**src/rtl/error_detect_stage_if.sv**
```systemverilog
// Bundles the sampling handshake, the compared data words and the
// dual-rail error result of one error-detect stage.
interface error_detect_stage_if #(
  parameter int WIDTH = 8
);
  logic             sample;
  logic [WIDTH-1:0] d_main;
  logic [WIDTH-1:0] d_shadow;
  logic             err_mask;
  logic             cnt_clr;
  logic             Err1;
  logic             Err0;
  logic [7:0]       err_count;
  logic             burst;

  // Stage controller / environment side
  modport master (
    output sample, d_main, d_shadow, err_mask, cnt_clr,
    input  Err1, Err0, err_count, burst
  );

  // Detector side
  modport slave (
    input  sample, d_main, d_shadow, err_mask, cnt_clr,
    output Err1, Err0, err_count, burst
  );
endinterface

```
**src/rtl/error_detect_stage.sv**
```systemverilog
// Timing-error detector: compares main and shadow latch words when the
// (asynchronous, synchronized) sample request rises and reports the result
// on a dual-rail Err1/Err0 pair that returns to spacer when sample falls.
// Also keeps a saturating total-error count and a consecutive-error burst flag.
module error_detect_stage #(
  parameter int WIDTH      = 8,
  parameter int ERR_THRESH = 3
) (
  input  logic              clk,
  input  logic              rst,
  error_detect_stage_if.slave bus
);

  typedef enum logic {SPACER = 1'b0, VALID = 1'b1} state_t;

  localparam logic [3:0] THRESH = 4'(ERR_THRESH);

  logic             r_sync1, r_sync2;
  state_t           r_state, w_next;
  logic             w_eval, w_release;
  logic [WIDTH-1:0] w_main, w_shadow;
  logic             w_mismatch;
  logic             r_err1, r_err0;
  logic [7:0]       r_err_count;
  logic [3:0]       r_cons;
  logic             r_burst;

  assign w_main     = bus.d_main;
  assign w_shadow   = bus.d_shadow;
  assign w_mismatch = (w_main != w_shadow) && !bus.err_mask;

  // Two-flop synchronizer for the asynchronous sample request
  always_ff @(posedge clk or posedge rst) begin
    if (rst) begin
      r_sync1 <= 1'b0;
      r_sync2 <= 1'b0;
    end else begin
      r_sync1 <= bus.sample;
      r_sync2 <= r_sync1;
    end
  end

  // FSM state register
  always_ff @(posedge clk or posedge rst) begin
    if (rst) r_state <= SPACER;
    else     r_state <= w_next;
  end

  // FSM next state; flags the evaluate and release edges
  always_comb begin
    w_next    = r_state;
    w_eval    = 1'b0;
    w_release = 1'b0;
    case (r_state)
      SPACER: if (r_sync2) begin
        w_next = VALID;
        w_eval = 1'b1;
      end
      VALID: if (!r_sync2) begin
        w_next    = SPACER;
        w_release = 1'b1;
      end
      default: w_next = SPACER;
    endcase
  end

  // Dual-rail result: both rails written together so they stay one-hot/spacer
  always_ff @(posedge clk or posedge rst) begin
    if (rst) begin
      r_err1 <= 1'b0;
      r_err0 <= 1'b0;
    end else if (w_eval) begin
      r_err1 <= w_mismatch;
      r_err0 <= !w_mismatch;
    end else if (w_release) begin
      r_err1 <= 1'b0;
      r_err0 <= 1'b0;
    end
  end

  // Saturating total error counter; a clear coincident with an error leaves 1
  always_ff @(posedge clk or posedge rst) begin
    if (rst) begin
      r_err_count <= 8'd0;
    end else if (w_eval && w_mismatch) begin
      if (bus.cnt_clr)                r_err_count <= 8'd1;
      else if (r_err_count != 8'hFF)  r_err_count <= r_err_count + 8'd1;
    end else if (bus.cnt_clr) begin
      r_err_count <= 8'd0;
    end
  end

  // Consecutive error counter, cleared by any no-error evaluation
  always_ff @(posedge clk or posedge rst) begin
    if (rst) begin
      r_cons <= 4'd0;
    end else if (w_eval) begin
      if (!w_mismatch)            r_cons <= 4'd0;
      else if (r_cons != 4'hF)    r_cons <= r_cons + 4'd1;
    end
  end

  // Burst flag registered one edge behind the consecutive counter
  always_ff @(posedge clk or posedge rst) begin
    if (rst) r_burst <= 1'b0;
    else     r_burst <= (r_cons >= THRESH);
  end

  assign bus.Err1      = r_err1;
  assign bus.Err0      = r_err0;
  assign bus.err_count = r_err_count;
  assign bus.burst     = r_burst;

endmodule

```
**src/flat_wrapper.sv**
```systemverilog
// flat-port wrapper written by rule: the top's interface ports become plain ports
module error_detect_stage_flat 
#(
  parameter int WIDTH      = 8,
  parameter int ERR_THRESH = 3
)
  (clk, rst, bus_sample, bus_d_main, bus_d_shadow, bus_err_mask, bus_cnt_clr, bus_Err1, bus_Err0, bus_err_count, bus_burst);
  error_detect_stage_if #(.WIDTH(WIDTH)) bus_i ();
  input  logic clk;
  input  logic rst;
  input wire logic [$bits(bus_i.sample)-1:0] bus_sample;
  input wire logic [$bits(bus_i.d_main)-1:0] bus_d_main;
  input wire logic [$bits(bus_i.d_shadow)-1:0] bus_d_shadow;
  input wire logic [$bits(bus_i.err_mask)-1:0] bus_err_mask;
  input wire logic [$bits(bus_i.cnt_clr)-1:0] bus_cnt_clr;
  output wire logic [$bits(bus_i.Err1)-1:0] bus_Err1;
  output wire logic [$bits(bus_i.Err0)-1:0] bus_Err0;
  output wire logic [$bits(bus_i.err_count)-1:0] bus_err_count;
  output wire logic [$bits(bus_i.burst)-1:0] bus_burst;
  assign bus_i.sample = bus_sample;
  assign bus_i.d_main = bus_d_main;
  assign bus_i.d_shadow = bus_d_shadow;
  assign bus_i.err_mask = bus_err_mask;
  assign bus_i.cnt_clr = bus_cnt_clr;
  assign bus_Err1 = bus_i.Err1;
  assign bus_Err0 = bus_i.Err0;
  assign bus_err_count = bus_i.err_count;
  assign bus_burst = bus_i.burst;
  error_detect_stage #(.WIDTH(WIDTH), .ERR_THRESH(ERR_THRESH)) u_core (.clk(clk), .rst(rst), .bus(bus_i));
endmodule
```
**config.mk**
```make
export PLATFORM = sky130hd
export DESIGN_NAME = error_detect_stage_flat
export DESIGN_NICKNAME = d
export VERILOG_FILES = /design/src/rtl/error_detect_stage_if.sv /design/src/rtl/error_detect_stage.sv /design/src/flat_wrapper.sv
export SDC_FILE = /design/constraint.sdc
export NUM_CORES = 1
export LEC_CHECK = 0
export ABC_CLOCK_PERIOD_IN_PS = 3700
export CAP_MARGIN = 20
export CORE_MARGIN = 5
export CORE_UTILIZATION = 35
export DETAILED_ROUTE_END_ITERATION = 7
export HOLD_SLACK_MARGIN = 0.02
export PLACE_DENSITY_LB_ADDON = 0.05
export SLEW_MARGIN = 10
export SYNTH_ARGS = -nofsm -noshare
export SYNTH_HDL_FRONTEND = slang
export SYNTH_SLANG_ARGS = --single-unit
```
**constraint.sdc**
```tcl
create_clock -name clk -period 3.7 [get_ports clk]
set_input_delay 0.74 -clock clk [delete_from_list [all_inputs] [get_ports clk]]
set_output_delay 0.74 -clock clk [all_outputs]
set_load 0.05 [all_outputs]
```
### Word-level counts from Yosys, hierarchy flattened

Index checks and enable logic that the tools add are counted.

| word-level totals | value |
|---|---|
| latch bits | 0 |
| output and inout port bits | 11 |
| input bits | 21 |
| register bits | 18 |
| memory bits (read-only) | 0 |
| memories | 0 |
| RAM bits | 0 |

| cells by class | value |
|---|---|
| multiplexer cells | 13 |
| divide/modulo/power cells | 0 |
| $mul | 0 |
| bitwise operators | 0 |
| magnitude comparators | 1 |
| add/sub/neg operators | 2 |
| eq/ne operators | 4 |
| shift-type cells | 0 |
| reductions and logical operators | 9 |

Operators by type and width:

| cell | count |
|---|---|
| $mux W8 | 4 |
| $add A8 B1 Y8 const B | 1 |
| $mux W4 | 2 |
| $ne A8 B8 Y1 | 1 |
| $ne A8 B8 Y1 const B | 1 |
| $mux W1 | 7 |
| $reduce_bool A2 Y1 | 3 |
| $add A4 B1 Y4 const B | 1 |
| $ge A4 B2 Y1 const B | 1 |
| $ne A4 B4 Y1 const B | 1 |
| $reduce_and A2 Y1 | 2 |
| $logic_and A1 B1 Y1 | 2 |
| $logic_not A1 Y1 | 2 |
| $ne A2 B2 Y1 const B | 1 |

### Depth between registers and ports, before layout

Gate-level depths: netlist of the first run.

| logic depth | value |
|---|---|
| word-level depth | 5 |
| mapped depth | 7 |

### Worst setup path after synthesis of the first run

Ideal clock, no wire load.

| timing path | value |
|---|---|
| path type | input to register |
| start point | in bus_d_main[0] |
| end point | reg u_core.r_err_count[4] (netlist: u_core.bus.err_count[4]) |
| slack | 1.702 ns |
| setup time | 0.125 ns |
| cell stages on the path | 6 |
| arrival | 1.874 ns |
| cell sequence | xor2_1 -> nor2_1 -> and4_4 -> buf_6 -> nor4_1 -> mux2_2 |

| on the way | value |
|---|---|
| cells in the longest elaborated chain, start to end | 5 |
| elaborated cells on any way between the ends | 6 |
| classes of those cells | 1 x eq/ne; 1 x mux; 4 x reduce/logical |

RTL lines:

| item | line | text |
|---|---|---|
| from (decl) | flat_wrapper.sv:12 | `input wire logic [$bits(bus_i.d_main)-1:0] bus_d_main;` |
| $ne A8 B8 Y1 * | error_detect_stage.sv:30 | `assign w_mismatch = (w_main != w_shadow) && !bus.err_mask;` |
| $logic_and A1 B1 Y1 * | error_detect_stage.sv:30 |  |
| $logic_and A1 B1 Y1 * | error_detect_stage.sv:85 | `end else if (w_eval && w_mismatch) begin` |
| $reduce_bool A2 Y1 (no source line) | -- |  |
| $reduce_and A2 Y1 (no source line) | -- |  |
| to (signal assigned) | error_detect_stage.sv:87 | `else if (r_err_count != 8'hFF) r_err_count <= r_err_count + 8'd1;` |
| to (decl) | error_detect_stage.sv:24 | `logic [7:0] r_err_count;` |

Every way passes the cells marked *; elsewhere a longest branch is shown, timed or not.
A chain may end at the register's enable or synchronous reset.

### Final worst setup path of the first run

| timing path | value |
|---|---|
| start point | reg u_core.r_err_count[3] (netlist: u_core.bus.err_count[3]) |
| end point | out bus_err_count[3] |

RTL lines:

| item | line | text |
|---|---|---|
| to (decl) | flat_wrapper.sv:18 | `output wire logic [$bits(bus_i.err_count)-1:0] bus_err_count;` |

No word-level cell between the ends.

==> results of run 1 <==
==> routing by layer <==
metal  vias to the layer above  wire length [µm]  share of wire, %  track usage [%]
li1                        431                 -                 -                -
met1                       396              1030                47             14.7
met2                        16              1060                48             17.6
met3                         2                99               4.5             3.91
met4                         0                16              0.73             3.90
met5                         -                 0                 0                0
==> placed cells by master, fill, tap and decap left out, drive strengths merged, types with 2 or more instances in the layout <==
cell type	instances
nor2b	3
inv	2
and4b	2
dfrtp	18
xor2	8
or3	3
ha	3
a21oi	6
clkbuf	4
nor2	8
clkdlybuf4s50	31
nor3	2
o21ai	5
or4	3
mux2	2
a41oi	2
nand2b	4
nand2	3
o31ai	4
nand3	4
==> cells by family after synthesis <==
kind of cell	count (synthesis)
buf+inv	5
flops	18
mux	3
simple gates	37
compound gates	24
xor+xnor	8
fa+ha+maj	3
==> power by group through the flow <==
stage               clock [mW]  combinational, mW  sequential (mW)
finish                   0.120              0.102            0.227
global route             0.135              0.112            0.229
CTS                      0.126              0.104            0.226
detailed placement           0              0.103            0.230
global placement             0              0.102            0.229
floorplan                    0             0.0434            0.246
==> through the flow <==
step | instance area, µm² | hold WS (ns) | utilization [%]
3_5_place_dp | 1330 | 0.362 | 48.1
6_report | 1360 | 0.377 | 49.5
4_1_cts | 1360 | 0.386 | 49.5
3_3_place_gp | 1330 | 0.333 | 48.1
5_1_grt | 1360 | 0.406 | 49.5
2_1_floorplan | 1000 | 0.331 | -
==> sequential cells by signal (all words and copies together) (netlist names) <==
name                  count
u_core.bus.err_count      8
u_core.r_cons             4
u_core.bus.Err0           1
u_core.bus.Err1           1
u_core.bus.burst          1
u_core.r_state            1
u_core.r_sync1            1
u_core.r_sync2            1
==> cell type report <==
type	instances	area, µm²	area share [%]
multi-input combinational	75	520	38.2
clock buffer	4	36.3	2.66
timing repair buffer	31	310	22.8
sequential	18	450	33.0
inverter	2	7.51	0.550
tap	31	38.8	2.84
==> worst paths after layout <==
kind	startpoint	endpoint	slack [ns]	depth (start not counted)
setup / recovery	u_core.bus.err_count[3]	bus_err_count[3]	1.36	1
hold / removal	u_core.r_sync1	u_core.r_sync2	0.38	0
setup reg to reg	u_core.r_state	u_core.bus.err_count[7]	1.81	6
hold reg to reg	u_core.r_sync1	u_core.r_sync2	0.38	0
max in group asynchronous	rst	u_core.bus.err_count[4]	2.43	2
min in group asynchronous	rst	u_core.r_cons[2]	0.84	2
==> results by group, run 1 <==
Run status
  – Outcome: finished clean

CTS
  – Total CTS buffers: 3
  – Clock latency on the worst-skew pair: 0.29 ns
  – Number of setup buffers added after CTS: 0
  – TritonCTS sink count: 18
  – Root cell of the clock tree: clkbuf_4
  – Clock slew at the register clock pins of the worst setup and hold paths: 0.10 ns
  – Maximum root-to-sink buffer count: 2
  – CTS Hold Buffers Added: 0
  – Depth of the CTS H-tree: 1
  – Gates resized, CTS repair: 0
  – CTS tree: yes

Synth
  – Number of distinct library cells after synthesis: 34
  – Cells after synthesis: 98
  – Syn_nets: 122
  – Area share of the leading cell type in the synthesized netlist: 44.8%
  – Leading post-synthesis cells by cell area: dfrtp_1 (45%), xor2_1 (7.0%), ha_1 (3.7%)
  – Number of flops mapped to enable cells by yosys: 0
  – Sequential share of the synthesized area: 44.8%
  – Area fraction in compound gates after synthesis: 15.8%
  – Mean area per synthesized cell: 10.3 µm²
  – Ys flop type: dfrtp_1
  – Most common cell in the synthesized netlist: dfrtp_1
  – Flip-flop and latch count after synthesis: 18
  – Share of synthesized area spent on multiplexers: 3.24%
  – Synthesized-area fraction occupied by xor and xnor cells: 6.97%
  – Most instantiated cells after synthesis: dfrtp_1 (18), nor2_1 (8), xor2_1 (8)
  – Fraction of the mapped netlist area in simple logic gates: 22.0%
  – Largest family of logic cells by synthesized area: simple AND/OR/NAND/NOR gates
  – Synth async-reset ratio: 100%
  – Ys Warns: 0
  – Netlist area before placement: 1000 µm²
  – Post-synthesis cell type with the largest combined area: dfrtp_1
  – Adder and majority gate portion of the synthesized area: 3.74%

Pwr
  – Internal Pwr Total: 0.322 mW
  – Switching Share: 28.1%
  – P_leak: 0.551 nW
  – Post-route total power: 0.448 mW
  – Fraction of power consumed by sequential logic: 50.6%
  – Part of the total power dissipated in combinational logic: 22.7%
  – Net switching power: 0.126 mW
  – Clk pwr share: 26.7%
  – Power density of the placed cells: 329 nW/µm²
  – Worst vdd ir: 0.180 mV

Placed design
  – Number of cells in the design after placement: 157
  – Setup slack at placement: 1.19 ns
  – Last weighted congestion value of the routability-driven placer: 0.791
  – Number of I/O port buffers: 31
  – Placed wire-length estimate: 1740 µm

Finish
  – Fillers: 263
  – Final antenna diode count: 0
  – Share of layout cells above drive strength 1: 6.92%
  – Count of non-filler cells in the finished layout: 161
  – Area growth syn-to-layout: 35.7%
  – Final net count: 155

STA
  – Actual transition at the worst max-transition pin: 0.679 ns
  – Number of slew-limit violations in the final report: 0
  – Final-layout setup total negative slack: 0 ns
  – Post-layout min period: 2.34 ns
  – Maximum achievable frequency: 427 MHz
  – Relative max-transition margin: 54.7%
  – Hold Fails Final Rpt: 0
  – Setup repair after global routing missed its margin: no
  – Worst path setup slack after routing: 1.36 ns
  – Final setup vio count: 0
  – Post-Route Skew: 0.00424 ns
  – Final critical-path share of the clock period: 63.4%

Worst hold path
  – Hold crit path type: flip-flop to flip-flop

Route
  – 1st-iter DRT viols: 35
  – Total routed wirelength: 2200 µm
  – Number of iterations in the first detailed-routing pass: 4
  – DRC violations left: 0
  – Vias: 845
  – Remaining number of nets flagged by the antenna check after routing: 0
  – Vias per cell: 5.25
  – Routed WL per cell: 13.7 µm

Worst setup path
  – CP startpoint kind: flip-flop
  – Data arrival time at the worst-slack endpoint: 1.60 ns
  – Required time of the critical path: 2.96 ns
  – CP top delay family: buffers and inverters
  – Endpoint kind of the worst setup timing path: output pin
  – Number of buffer and inverter stages on the critical path: 1
  – Crit Path Max Fanout: 6
  – Delay contributed by the slowest stage of the critical path: 0.85 ns
  – Slowest cell on the critical path: clkdlybuf4s50_1
  – Worst-path cell chain: clkdlybuf4s50_1
  – Critical setup path kind: flip-flop to output pin

Die
  – Die Wd: 63.6 µm
  – Number of rows created at floorplan: 19
  – Vert. Die Dim: 63.6 µm
  – Effective utilization at floorplan: 36.4%
  – I/O pin count: 32
  – Die Outline Area: 4040 µm²
  – Placeable Area: 2760 µm²

GRT
  – Total global-route track usage: 11.4%
  – Largest net degree at the start of global routing: 19
  – Initial antenna violation count: 0
  – Via count of the first global-routing pass: 815
  – GRT Residual Overflow: 0
  – First-pass GRT wire length: 3700 µm

Flow run
  – Max-capacitance violation count: 0
(Power assumes the default switching activity.)
==> run 2: changes to the inputs <==
ABC_CLOCK_PERIOD_IN_PS = 2500   (was 3700)
clock period = 2.5 ns   (was 3.7 ns; I/O delays follow)
==> run 2 against run 1 <==
Final cell count is 1.2% higher. Utilization rose by 0.54 points. Sequential share of layout area decreased by 0.36 points. Combinational power rose by 51%. Final area increased by 1.1%. Count of clock-buffer cells in the layout unchanged. Clock skew shrank 0.0017 ns. Global-route usage increased by 0.49 points. Register-to-register slack got worse by 1.2 ns. Worst setup slack worse by 0.97 ns. Critical path type unchanged. Critical endpoint unchanged. Largest cell class unchanged. Highest routed layer unchanged.
==> results by group, run 2 (synthesis gave the netlist of run 1 again) <==
Run status
  – Outcome: finished clean

STA
  – Maximum achievable frequency: 474 MHz
  – Number of slew-limit violations in the final report: 0
  – Hold Fails Final Rpt: 0
  – Final setup vio count: 0
  – Setup repair after global routing missed its margin: no
  – Actual transition at the worst max-transition pin: 0.683 ns
  – Post-Route Skew: 0.00257 ns
  – Final critical-path share of the clock period: 84.4%
  – Post-layout min period: 2.11 ns
  – Relative max-transition margin: 54.4%
  – Final-layout setup total negative slack: 0 ns

Route
  – Highest metal used: met4
  – 1st-iter DRT viols: 71
  – Met3 wire len: 149 µm
  – Post-route met1 wirelength: 985 µm
  – Vias: 874
  – Detail Route met2 WL: 1080 µm
  – Number of iterations in the first detailed-routing pass: 4
  – Vias per cell: 5.36
  – Total routed wirelength: 2250 µm
  – Remaining number of nets flagged by the antenna check after routing: 0
  – Routed WL per cell: 13.8 µm
  – DRC violations left: 0

Worst hold path
  – Hold crit path type: flip-flop to flip-flop

Die
  – Placeable Area: 2760 µm²
  – Effective utilization at floorplan: 36.4%
  – Vert. Die Dim: 63.6 µm
  – Die Outline Area: 4040 µm²
  – Die Wd: 63.6 µm
  – Number of rows created at floorplan: 19
  – I/O pin count: 32

GRT
  – Largest net degree at the start of global routing: 19
  – Via count of the first global-routing pass: 889
  – Total global-route track usage: 11.9%
  – Initial antenna violation count: 0
  – GRT Residual Overflow: 0
  – First-pass GRT wire length: 3890 µm

Finish
  – Util after Layout: 50.0%
  – Most frequent cells in the layout: clkdlybuf4s50_1 (31), dfrtp_1 (18), xor2_1 (8), nor2_1 (8), a21oi_1 (6)
  – Final antenna diode count: 0
  – Flip-flop count of the largest register, all copies and words added: 8
  – Commonest non-fill, non-tap cell in the layout: clkdlybuf4s50_1
  – Share of layout cells above drive strength 1: 8.33%
  – Final net count: 157
  – Area growth syn-to-layout: 37.2%

CTS
  – Root cell of the clock tree: clkbuf_4
  – Maximum root-to-sink buffer count: 2
  – CTS Hold Buffers Added: 0
  – Number of setup buffers added after CTS: 0
  – Clock slew at the register clock pins of the worst setup and hold paths: 0.10 ns
  – CTS tree: yes
  – Depth of the CTS H-tree: 1
  – TritonCTS sink count: 18
  – Clock latency on the worst-skew pair: 0.30 ns
  – Total CTS buffers: 3
  – Gates resized, CTS repair: 0

Worst setup path
  – Data arrival time at the worst-slack endpoint: 1.61 ns
  – Slowest cell on the critical path: clkdlybuf4s50_1
  – Worst-path cell chain: clkdlybuf4s50_1
  – Endpoint kind of the worst setup timing path: output pin
  – Critical setup path kind: flip-flop to output pin
  – Crit Path Max Fanout: 6
  – Number of buffer and inverter stages on the critical path: 1
  – CP top delay family: buffers and inverters
  – Required time of the critical path: 2.00 ns
  – Delay contributed by the slowest stage of the critical path: 0.85 ns
  – CP startpoint kind: flip-flop

Pwr
  – Part of the total power dissipated in combinational logic: 23.0%
  – P_leak: 0.561 nW
  – Fraction of power consumed by sequential logic: 50.0%
  – Power density of the placed cells: 485 nW/µm²
  – Switching Share: 28.4%
  – Worst vdd ir: 0.331 mV
  – Internal Pwr Total: 0.479 mW
  – Clk pwr share: 27.0%
  – Net switching power: 0.190 mW

Placed design
  – Number of I/O port buffers: 31
  – Placed wire-length estimate: 1710 µm
  – Last weighted congestion value of the routability-driven placer: 0.781

Flow run
  – Max-capacitance violation count: 0
-- run 2: cell count changes in the layout (fill, tap and decap cells not counted) --
cell | before | now
buf_4 | 0 | 2
-- run 2: final timing paths --
| check | from | endpoint | slack (ns) | cells after the start |
|---|---|---|---|---|
| worst max register to register | u_core.bus.err_count[0] | u_core.bus.err_count[5] | 0.63 | 5 |
| min in group asynchronous | rst | u_core.r_sync2 | 0.59 | 2 |
| max in group asynchronous | rst | u_core.bus.err_count[3] | 1.47 | 2 |
| worst min-delay path | u_core.r_sync1 | u_core.r_sync2 | 0.37 | 0 |
| worst max-delay path | u_core.bus.err_count[3] | bus_err_count[3] | 0.39 | 1 |
| worst min register to register | u_core.r_sync1 | u_core.r_sync2 | 0.37 | 0 |
-- run 2: layout make-up --
type	count	area, µm²
fillers	282	1380
multi-input cells	75	520
flip-flops and latches	18	450
repair buffers	33	325
well taps	31	38.8
clock buffers	4	36.3
inverters	2	7.51
-- run 2: stage by stage --
| stage | area (µm²) | power, mW | std cells | hold slack, ns | setup WS (ns) |
|---|---|---|---|---|---|
| 6_report | 1380 | 0.669 | 163 | 0.371 | 0.389 |
| 3_5_place_dp | 1340 | 0.496 | 159 | 0.351 | 0.239 |
| 2_1_floorplan | 1000 | 0.428 | 98 | 0.331 | 0.539 |
| 5_1_grt | 1380 | 0.717 | 163 | 0.378 | 0.314 |
| 3_3_place_gp | 1340 | 0.492 | 159 | 0.335 | 0.245 |
| 4_1_cts | 1380 | 0.683 | 163 | 0.378 | 0.376 |
-- run 2: layer usage --
layer / GRT usage [%] / vias up
met5: 0 / -
met4: 3.90 / 0
met3: 4.09 / 4
met2: 19.3 / 26
met1: 14.6 / 407
li1: - / 437
-- run 2: power by group through the flow --
| stage | registers [mW] | clock network, mW | logic (mW) |
|---|---|---|---|
| floorplan | 0.363 | 0 | 0.0642 |
| global placement | 0.339 | 0 | 0.153 |
| detailed placement | 0.340 | 0 | 0.155 |
| CTS | 0.334 | 0.192 | 0.156 |
| global route | 0.339 | 0.208 | 0.170 |
| finish | 0.334 | 0.181 | 0.154 |
==> run 3: changes to the inputs <==
ABC_CLOCK_PERIOD_IN_PS = 2000   (was 2500)
clock period = 2 ns   (was 2.5 ns; I/O delays follow)
==> run 3 against run 2 <==
Clock power up 25%. Sequential cell count unchanged. Worst setup slack lost 0.32 ns. Global-route usage shrank 0.63 points. Sequential power increased by 25%. Critical path depth unchanged. First-iteration DRC count shrank 45%. Clock skew increased by 0.0033 ns. Final cell count increased by 4.9%. Non-clock buffer count grew 8. Worst hold slack lost 0.012 ns. Count of clock-buffer cells in the layout is the same. Critical endpoint is now bus_err_count[1].
==> results by group, run 3 (synthesis gave the netlist of run 1 again) <==
Worst setup path
  – Reg-to-reg startpoint: u_core.bus.err_count[0]
  – Terminus of the critical flop-to-flop path: u_core.bus.err_count[5]
  – Required time of the critical path: 1.60 ns
  – FF-to-FF setup slack: 0.20 ns
  – CP startpoint kind: flip-flop
  – Endpoint kind of the worst setup timing path: output pin
  – Launch point of the critical path: u_core.bus.err_count[1]
  – Crit Path Max Fanout: 4
  – Stages on the worst setup path: 1
  – Number of buffer and inverter stages on the critical path: 1
  – Worst setup endpoint: bus_err_count[1]
  – Slowest cell on the critical path: clkdlybuf4s50_1
  – Worst-path cell chain: clkdlybuf4s50_1
  – Delay contributed by the slowest stage of the critical path: 0.82 ns
  – FF-to-FF path depth: 5
  – CP top delay family: buffers and inverters
  – Critical setup path kind: flip-flop to output pin
  – Data arrival time at the worst-slack endpoint: 1.53 ns

Finish
  – Most frequent cells in the layout: clkdlybuf4s50_1 (25), dfrtp_1 (18), buf_4 (14)
  – Flip-flop count of the largest register, all copies and words added: 8
  – Final cell area excluding filler cells: 1430 µm²
  – Share of layout cells above drive strength 1: 16.4%
  – Final antenna diode count: 0
  – Final net count: 165
  – Commonest non-fill, non-tap cell in the layout: clkdlybuf4s50_1
  – Area growth syn-to-layout: 42.7%
  – Util after Layout: 52.0%

Placed design
  – Setup slack at placement: -0.115 ns
  – DP Area: 1390 µm²
  – Number of I/O port buffers: 31
  – Last weighted congestion value of the routability-driven placer: 0.809
  – Placed wire-length estimate: 1730 µm

STA
  – Worst path setup slack after routing: 0.0680 ns
  – Hold Fails Final Rpt: 0
  – Final-layout setup total negative slack: 0 ns
  – Post-Route Skew: 0.00583 ns
  – Setup repair after global routing missed its margin: no
  – Actual transition at the worst max-transition pin: 0.500 ns
  – Final setup vio count: 0
  – Relative max-transition margin: 66.6%
  – Post-layout min period: 1.93 ns
  – Number of slew-limit violations in the final report: 0
  – Worst hold margin: 0.359 ns
  – Final critical-path share of the clock period: 96.6%
  – Maximum achievable frequency: 518 MHz

Die
  – Die Wd: 63.6 µm
  – Effective utilization at floorplan: 36.4%
  – Number of rows created at floorplan: 19
  – I/O pin count: 32
  – Vert. Die Dim: 63.6 µm
  – Placeable Area: 2760 µm²
  – Die Outline Area: 4040 µm²

CTS
  – Number of setup buffers added after CTS: 0
  – Depth of the CTS H-tree: 1
  – Maximum root-to-sink buffer count: 2
  – CTS tree: yes
  – Total CTS buffers: 3
  – Clock latency on the worst-skew pair: 0.29 ns
  – Root cell of the clock tree: clkbuf_4
  – Clock slew at the register clock pins of the worst setup and hold paths: 0.11 ns
  – TritonCTS sink count: 18

Route
  – Vias: 892
  – Remaining number of nets flagged by the antenna check after routing: 0
  – Total routed wirelength: 2200 µm
  – DRC violations left: 0
  – Routed WL per cell: 12.9 µm
  – Vias per cell: 5.22
  – 1st-iter DRT viols: 39
  – Number of iterations in the first detailed-routing pass: 4

GRT
  – Via count of the first global-routing pass: 854
  – Met3 Resource Use GR: 2.49%
  – GR Layer Usage met1: 14.9%
  – First-pass GRT wire length: 3740 µm
  – Met2 Resource Use GR: 17.4%
  – Largest net degree at the start of global routing: 19
  – Most congested layer reported by global routing: met2
  – GRT Residual Overflow: 0
  – Total global-route track usage: 11.2%
  – Initial antenna violation count: 0

Pwr
  – Worst vdd ir: 0.294 mV
  – Power density of the placed cells: 587 nW/µm²
  – P_leak: 0.643 nW

Flow run
  – Max-capacitance violation count: 0

Run status
  – Outcome: finished clean

Worst hold path
  – Hold crit path type: flip-flop to flip-flop
run 3: cell count changes in the layout (fill, tap and decap cells not counted), sizes merged:
cell	before	now
buf	2	14
dlymetal6s2s	0	2
clkdlybuf4s50	31	25
run 3: worst min-delay path by stage:
stage                               from        endpoint  slack (ns)  cells after the start
after global routing      u_core.r_sync1  u_core.r_sync2        0.38                      0
final                     u_core.r_sync1  u_core.r_sync2        0.36                      0
after floorplan           u_core.r_sync1  u_core.r_sync2        0.33                      0
after detailed placement  u_core.r_sync1  u_core.r_sync2        0.34                      0
after CTS                 u_core.r_sync1  u_core.r_sync2        0.36                      0
after global placement    u_core.r_sync1  u_core.r_sync2        0.33                      0
run 3: layer usage:
layer | up-vias | routed length [µm]
li1 | 453 | -
met1 | 419 | 1060
met2 | 16 | 1020
met3 | 4 | 75
met4 | 0 | 40
met5 | - | 0
run 3: area by class of cell:
type	instances	area [µm²]
clock buffers	4	36.3
fillers	261	1320
inverters	2	7.51
multi-input cells	75	520
flip-flops and latches	18	450
well taps	31	38.8
repair buffers	41	380
run 3: through the flow:
| stage | instances | power, mW |
|---|---|---|
| after floorplan | 98 | 0.535 |
| after CTS | 171 | 0.854 |
| after global routing | 171 | 0.891 |
| final | 171 | 0.841 |
| after detailed placement | 167 | 0.624 |
| after global placement | 167 | 0.622 |
run 3: what timing repair did:
item                                    CTS  global route
endpoints found under the setup margin    0             2
hold buffers                              0             0
gates resized for setup                   0             2
endpoints found under the hold margin     0             0
run 3: where the power goes:
part	switching (mW)	internal (mW)	total, mW
clock network	0.117	0.111	0.227
registers	0.0260	0.391	0.417
logic	0.0955	0.101	0.197
